==> src/rtl/conditional_unit_pkg.sv <==
// Shared types and constants for the execute-stage condition/flag unit.
package conditional_unit_pkg;

  localparam int FLAGS_W = 4;

  // Bit positions inside the {N,Z,C,V} flag vector
  localparam int FLAG_N = 3;
  localparam int FLAG_Z = 2;
  localparam int FLAG_C = 1;
  localparam int FLAG_V = 0;

  typedef enum logic [3:0] {
    COND_AL = 4'b0000,
    COND_EQ = 4'b0001,
    COND_NE = 4'b0010,
    COND_NV = 4'b0011,
    COND_GE = 4'b0100,
    COND_LT = 4'b0101,
    COND_GT = 4'b0110,
    COND_LE = 4'b0111,
    COND_CS = 4'b1000,
    COND_CC = 4'b1001,
    COND_MI = 4'b1010,
    COND_PL = 4'b1011,
    COND_VS = 4'b1100,
    COND_VC = 4'b1101,
    COND_HI = 4'b1110,
    COND_LS = 4'b1111
  } cond_t;

endpackage

==> src/rtl/conditional_unit_cond_check.sv <==
// Condition evaluation: decodes the 4-bit condition field against the
// current NZCV flags. Purely combinational, every encoding yields 0 or 1.
module cond_check
  import conditional_unit_pkg::*;
(
  input  logic [3:0]         CondE,
  input  logic [FLAGS_W-1:0] Flags,
  output logic               CondEx
);

  logic w_n;
  logic w_z;
  logic w_c;
  logic w_v;
  logic w_cond_ex;

  assign w_n = Flags[FLAG_N];
  assign w_z = Flags[FLAG_Z];
  assign w_c = Flags[FLAG_C];
  assign w_v = Flags[FLAG_V];

  // Decode the condition field into a single pass/fail bit
  always_comb begin
    w_cond_ex = 1'b0;
    case (cond_t'(CondE))
      COND_AL: w_cond_ex = 1'b1;
      COND_EQ: w_cond_ex = w_z;
      COND_NE: w_cond_ex = ~w_z;
      COND_NV: w_cond_ex = 1'b0;
      COND_GE: w_cond_ex = (w_n == w_v);
      COND_LT: w_cond_ex = (w_n != w_v);
      COND_GT: w_cond_ex = ~w_z & (w_n == w_v);
      COND_LE: w_cond_ex = w_z | (w_n != w_v);
      COND_CS: w_cond_ex = w_c;
      COND_CC: w_cond_ex = ~w_c;
      COND_MI: w_cond_ex = w_n;
      COND_PL: w_cond_ex = ~w_n;
      COND_VS: w_cond_ex = w_v;
      COND_VC: w_cond_ex = ~w_v;
      COND_HI: w_cond_ex = w_c & ~w_z;
      COND_LS: w_cond_ex = ~w_c | w_z;
      default: w_cond_ex = 1'b0;
    endcase
  end

  assign CondEx = w_cond_ex;

endmodule

==> src/rtl/conditional_unit.sv <==
// Execute-stage condition check and flag update. Combinational outputs
// (CondEx, FlagsNext, BranchTaken) are independent of reset; FlagsQ is a
// registered copy of FlagsNext that can be looped back as Flags.
module conditional_unit
  import conditional_unit_pkg::*;
(
  input  logic               clk,
  input  logic               reset,
  input  logic [3:0]         CondE,
  input  logic [FLAGS_W-1:0] Flags,
  input  logic [FLAGS_W-1:0] ALUFlags,
  input  logic [1:0]         FlagsWrite,
  input  logic               BranchD,
  output logic               CondEx,
  output logic [FLAGS_W-1:0] FlagsNext,
  output logic               BranchTaken,
  output logic [FLAGS_W-1:0] FlagsQ
);

  logic               w_cond_ex;
  logic               w_write_nz;
  logic               w_write_cv;
  logic [FLAGS_W-1:0] w_flags_next;
  logic [FLAGS_W-1:0] r_flags_q;

  cond_check u_cond_check (
    .CondE  (CondE),
    .Flags  (Flags),
    .CondEx (w_cond_ex)
  );

  // A failed condition suppresses both write groups, so flags pass through
  assign w_write_nz = FlagsWrite[1] & w_cond_ex;
  assign w_write_cv = FlagsWrite[0] & w_cond_ex;

  assign w_flags_next[FLAG_N:FLAG_Z] = w_write_nz ? ALUFlags[FLAG_N:FLAG_Z]
                                                  : Flags[FLAG_N:FLAG_Z];
  assign w_flags_next[FLAG_C:FLAG_V] = w_write_cv ? ALUFlags[FLAG_C:FLAG_V]
                                                  : Flags[FLAG_C:FLAG_V];

  // Registered flags; reset wins over any write in the same cycle
  always_ff @(posedge clk) begin
    if (reset) begin
      r_flags_q <= 4'b0000;
    end else begin
      r_flags_q <= w_flags_next;
    end
  end

  assign CondEx      = w_cond_ex;
  assign FlagsNext   = w_flags_next;
  assign BranchTaken = BranchD & w_cond_ex;
  assign FlagsQ      = r_flags_q;

endmodule

==> config.mk <==
export PLATFORM = sky130hd
export DESIGN_NAME = conditional_unit
export DESIGN_NICKNAME = d
export VERILOG_FILES = /design/src/rtl/conditional_unit_pkg.sv /design/src/rtl/conditional_unit_cond_check.sv /design/src/rtl/conditional_unit.sv
export SDC_FILE = /design/constraint.sdc
export NUM_CORES = 1
export LEC_CHECK = 0
export CAP_MARGIN = 20
export CORE_AREA = 3 3 43 45
export DETAILED_ROUTE_END_ITERATION = 6
export DIE_AREA = 0 0 46 48
export PLACE_DENSITY_LB_ADDON = 0.1
export SLEW_MARGIN = 20
export SYNTH_ARGS = -nofsm -noshare
export SYNTH_HDL_FRONTEND = slang
export SYNTH_SLANG_ARGS = --single-unit
export TNS_END_PERCENT = 5
==> constraint.sdc <==
create_clock -name clk -period 1.8 [get_ports clk]
set_clock_uncertainty 0.05 [all_clocks]
set_input_delay 0.27 -clock clk [delete_from_list [all_inputs] [get_ports clk]]
set_output_delay 0.27 -clock clk [all_outputs]
set_load 0.03 [all_outputs]
## Word level (Yosys, flattened, before mapping)

Cells that the tools add are included.

- Bits in registers: 4
- Output and inout port bits: 10
- Word-level logic and storage cells: 33

- Eq/ne operators: 17
- Multiplexer cells: 3
- Bitwise operators: 11
- Reduce and logical (&&, ||, !) cells: 1

Operators with widths:

| kind | count |
|---|---|
| == test 4 bit, second input constant | 8 |
| == test 4 x 3 -> 1 bit, second input constant | 4 |
| one-hot mux 1 bit (16 select lines) | 1 |
| == test 4 x 2 -> 1 bit, second input constant | 2 |
| bitwise AND 1 bit | 5 |
| == test 4 x 1 -> 1 bit, second input constant | 1 |
| logical NOT 4 bit | 1 |
| 2-to-1 mux 2 bit | 2 |
| inverter 1 bit | 4 |
| OR 1 bit | 2 |
| == test 1 bit | 1 |
| inequality test 1 bit | 1 |

## Logic depth before layout (Yosys ltp)

- Depth in word-level cells: 5
- Depth in mapped cells: 6
- Gate-level depth less buffers: 5

## Modules after synthesis

A second synthesis with hierarchy kept.

- Cells, all modules: 38
- Area total of the unflattened synthesis: 320.3 um2

Modules (own cells, without submodules):

| module | instances | cells an instance | area an instance (um2) | sequential area each (um2) |
|---|---|---|---|---|
| conditional_unit | 1 | 22 | 193.9 | 80.1 |
| cond_check | 1 | 16 | 126.4 | 0.0 |

## Least setup slack after synthesis

OpenSTA, ideal clock, no wires.

- Path type: input -> output
- From: input CondE[2]
- To: output BranchTaken
- Arrival: 1.734 ns
- Path slack: -0.254 ns
- Cell stages on the path: 6
- Buffers on the path: 1
- Path through: buf_6 and4b_1 a21oi_1 mux2i_2 nand2_1 and2_1

- Word-level cells in the longest chain between the ends: 3
- Elaborated cells between the ends (all ways): 18
- Classes of those cells: 15 x eq/ne; 1 x mux; 1 x bitwise; 1 x reduce/logical

Ends and longest elaborated chain:

| element | line | text |
|---|---|---|
| start: declaration | conditional_unit.sv:9 | `input logic [3:0] CondE,` |
| == test 4 bit, or another cell as far along | conditional_unit_cond_check.sv:25 | `case (cond_t'(CondE))` |
| one-hot mux 1 bit (16 select lines) * | conditional_unit_cond_check.sv:25 |  |
| named net CondEx | conditional_unit.sv:14 | `output logic CondEx,` |
| bitwise AND 1 bit * | conditional_unit.sv:52 | `assign BranchTaken = BranchD & w_cond_ex;` |
| end: declaration | conditional_unit.sv:16 | `output logic BranchTaken,` |

The timed path passes the listed nets; every way through them passes the cells marked *.

## Worst setup path after layout

- From: input CondE[1]
- To: output FlagsNext[2]

- Word-level cells in the longest chain between the ends: 4
- Elaborated cells between the ends (all ways): 19
- Classes of those cells: 15 x eq/ne; 2 x mux; 1 x bitwise; 1 x reduce/logical

Ends and longest elaborated chain:

| element | line | text |
|---|---|---|
| == test 4 bit, or another cell as far along | conditional_unit_cond_check.sv:25 |  |
| one-hot mux 1 bit (16 select lines) * | conditional_unit_cond_check.sv:25 |  |
| bitwise AND 1 bit * | conditional_unit.sv:33 | `assign w_write_nz = FlagsWrite[1] & w_cond_ex;` |
| 2-to-1 mux 2 bit * | conditional_unit.sv:36 | `assign w_flags_next[FLAG_N:FLAG_Z] = w_write_nz ? ALUFlags[FLAG_N:FLAG_Z]` |
| end: declaration | conditional_unit.sv:15 | `output logic [FLAGS_W-1:0] FlagsNext,` |

Every way passes the cells marked *; elsewhere a longest branch is shown, timed or not.

==> metrics <==
status=complete, but fails checks; failing checks=setup timing; hold crit path type=input port to register; Die Area=~2200 sq um; HPWL after detailed placement=about 1.0 mm; P_leak=approximately 0.45 nW; Synthesis Warnings=0; clock buffer count from CTS=3; Cell variety after synth=22; Compound-Gate Fraction of Synth Area=20.16%; initial detailed-routing violation count=3; clk slew on worst S/H paths=about 0.030 ns; CTS max path bufs=2; share of layout cells above drive strength 1=approximately three fifths; RSZ-0062 raised after global routing=yes; mapped cell area=465.4 sq um; gr usage total=between 10% and 20%; Relative slew margins=between 70 and 80%; Initial Util=between 30% and 40%; Max Clk Rate=about 500 MHz; Area contributors post-synth=dfxtp_1, mux2_4, mux2i_1, nand2b_1, a21boi_4; number of global-route vias before repair=475; CP Class=input port to primary output; sequential area share after synthesis=about 17%; final hold vios=0; max-slew violation count=0; CP Capture Type=primary output; CTS tree=yes; Routed WL=about 1.3 mm; hold buffers post-CTS=0; DRT antenna net count=0; IO Port Bufs=26; GRT overflow=0; DR pass1 iterations=2; largest family of logic cells by synthesized area=multiplexers; CP required=1.48 ns; initial antenna violation count=0; worst-path fanout max=4; Net count, final=110; CTS Sinks=4; biggest area consumer among synthesized cells=dfxtp_1; worst slew pin tran=~0.3 ns; multiplexer share of the synthesized area=a little over a quarter; Synth Area in XOR/XNOR=about a tenth; pre-CTS WS=-1.160 ns; routed via count=~500; final worst setup slack=-0.2192 ns; setup TNS=-1.241 ns; Synthesized Nets=a little over 60; post-synthesis cell count=between 40 and 50; area share of the largest cell type after synthesis=between 15 and 20%; # IOs=27; Peak VDD IR=around 0.21 mV; Synth Area in Simple Gates=between 20% and 30%; Final min period=roughly 2.0 ns; Layout area overhead=114.8%; Max Cap Viol=0; largest net degree at the start of global routing=9; startpoint types=input port; max reg flops=4; fin crit share=112.2%; Die W=46 um; first-pass GRT wire length=about 2.0 mm; Post-Synth Adder-Cell Area=0%; CP arrival=between 1.5 and 2 ns; Final setup viols=6; Vias/cell=4.720; die height=about 48 um; synthesized flop and latch total=4; Syn Area/Cell=between 10 and 15 sq um; Ant. Diodes=0; GPL Wtd Cong=around 0.81; Core ar.=roughly 1500 sq um; H-tree depth=1; DRC Markers=0; std cell rows=14; CTS root buffer=clkbuf_4; wire per inst=12.52 um; power per standard cell area=about 500 nW/um^2
-- logic make-up after synthesis --
| group | after synthesis |
|---|---|
| multiplexers | 10 |
| AO/OA/AOI/OAI | 7 |
| flip-flops | 4 |
| buffers and inverters | 3 |
| AND/OR/NAND/NOR | 16 |
| XOR/XNOR | 4 |
-- synth_stat cells, drive strengths merged --
cell,number
inv,2
a21boi,2
a41oi,2
mux2i,6
xnor3,1
nor4b,1
and4b,1
dfxtp,4
nand2b,8
nor4,1
and2,1
buf,1
xor2,2
nor2,1
xnor2,1
and3,1
nand2,2
mux2,4
a21oi,2
o311a,1
-- repair_timing --
action                                  4_1_cts  5_1_grt
resized for setup                            78       15
endpoints found under the setup margin       10        6
pin swaps                                     7        5
buffers inserted                              4        1
-- layout make-up --
class | count | area (sq um)
clock buffers | 3 | 22.52
fillers | 130 | 506.7
inverters | 2 | 7.507
multi-input cells | 37 | 431.7
flip-flops and latches | 4 | 80.08
well taps | 16 | 20.02
repair buffers | 45 | 437.9
-- power breakdown --
| part | switching (mW) | internal [mW] | leakage, nW |
|---|---|---|---|
| sequential | 0.00192 | 0.0975 | 0.0333 |
| combinational | 0.134 | 0.175 | 0.407 |
| clock | 0.0296 | 0.0741 | 0.0138 |
-- placed cells by master, fill, tap and decap left out, types with 2 or more instances in the layout --
cell,count
buf_6,11
clkbuf_4,3
buf_8,2
mux2i_1,5
a21boi_4,2
mux2_4,4
clkdlybuf4s50_1,12
a41oi_2,2
inv_1,2
nand2b_1,8
buf_4,17
a21oi_2,2
dfxtp_1,4
-- worst max-delay path: stages --
cell	delay [ns]
buf_6	0.10
buf_4	0.14
nor4b_4	0.26
a41oi_2	0.07
o311a_4	0.18
a21boi_4	0.21
mux2_4	0.32
buf_6	0.14
-- routing by layer --
layer / vias up / share of wire [%] / wire length [um] / track usage [%]
met4: 0 / 0 / 0 / 6.250
met1: 233 / 39 / 521 / 13.16
met3: 0 / 6.6 / 88 / 2.632
met2: 17 / 54 / 729 / 23.63
li1: 255 / - / - / -
met5: - / 0 / 0 / 0
-- worst paths after layout --
| path | depth (start not counted) | slack, ns | startpoint | to |
|---|---|---|---|---|
| worst max-delay path | 8 | -0.22 | CondE[1] | FlagsNext[2] |
| worst min-delay path | 4 | 0.39 | Flags[2] | FlagsQ[2]$_SDFF_PP0_ |
-- stage by stage --
| step | hold slack [ns] | utilization, % | total power [mW] | std cells | instance area, sq um |
|---|---|---|---|---|---|
| after floorplan | 0.3714 | - | 0.2485 | 44 | 486.7 |
| after global placement | 0.8318 | 56.89 | 0.3737 | 99 | 857.1 |
| after detailed placement | 0.8425 | 56.89 | 0.3756 | 99 | 857.1 |
| after CTS | 0.4105 | 61.38 | 0.5006 | 106 | 924.6 |
| after global routing | 0.3902 | 66.36 | 0.5478 | 107 | 999.7 |
| final | 0.3853 | 66.36 | 0.5125 | 107 | 999.7 |
Note: power is estimated with default switching activity, not from simulation.
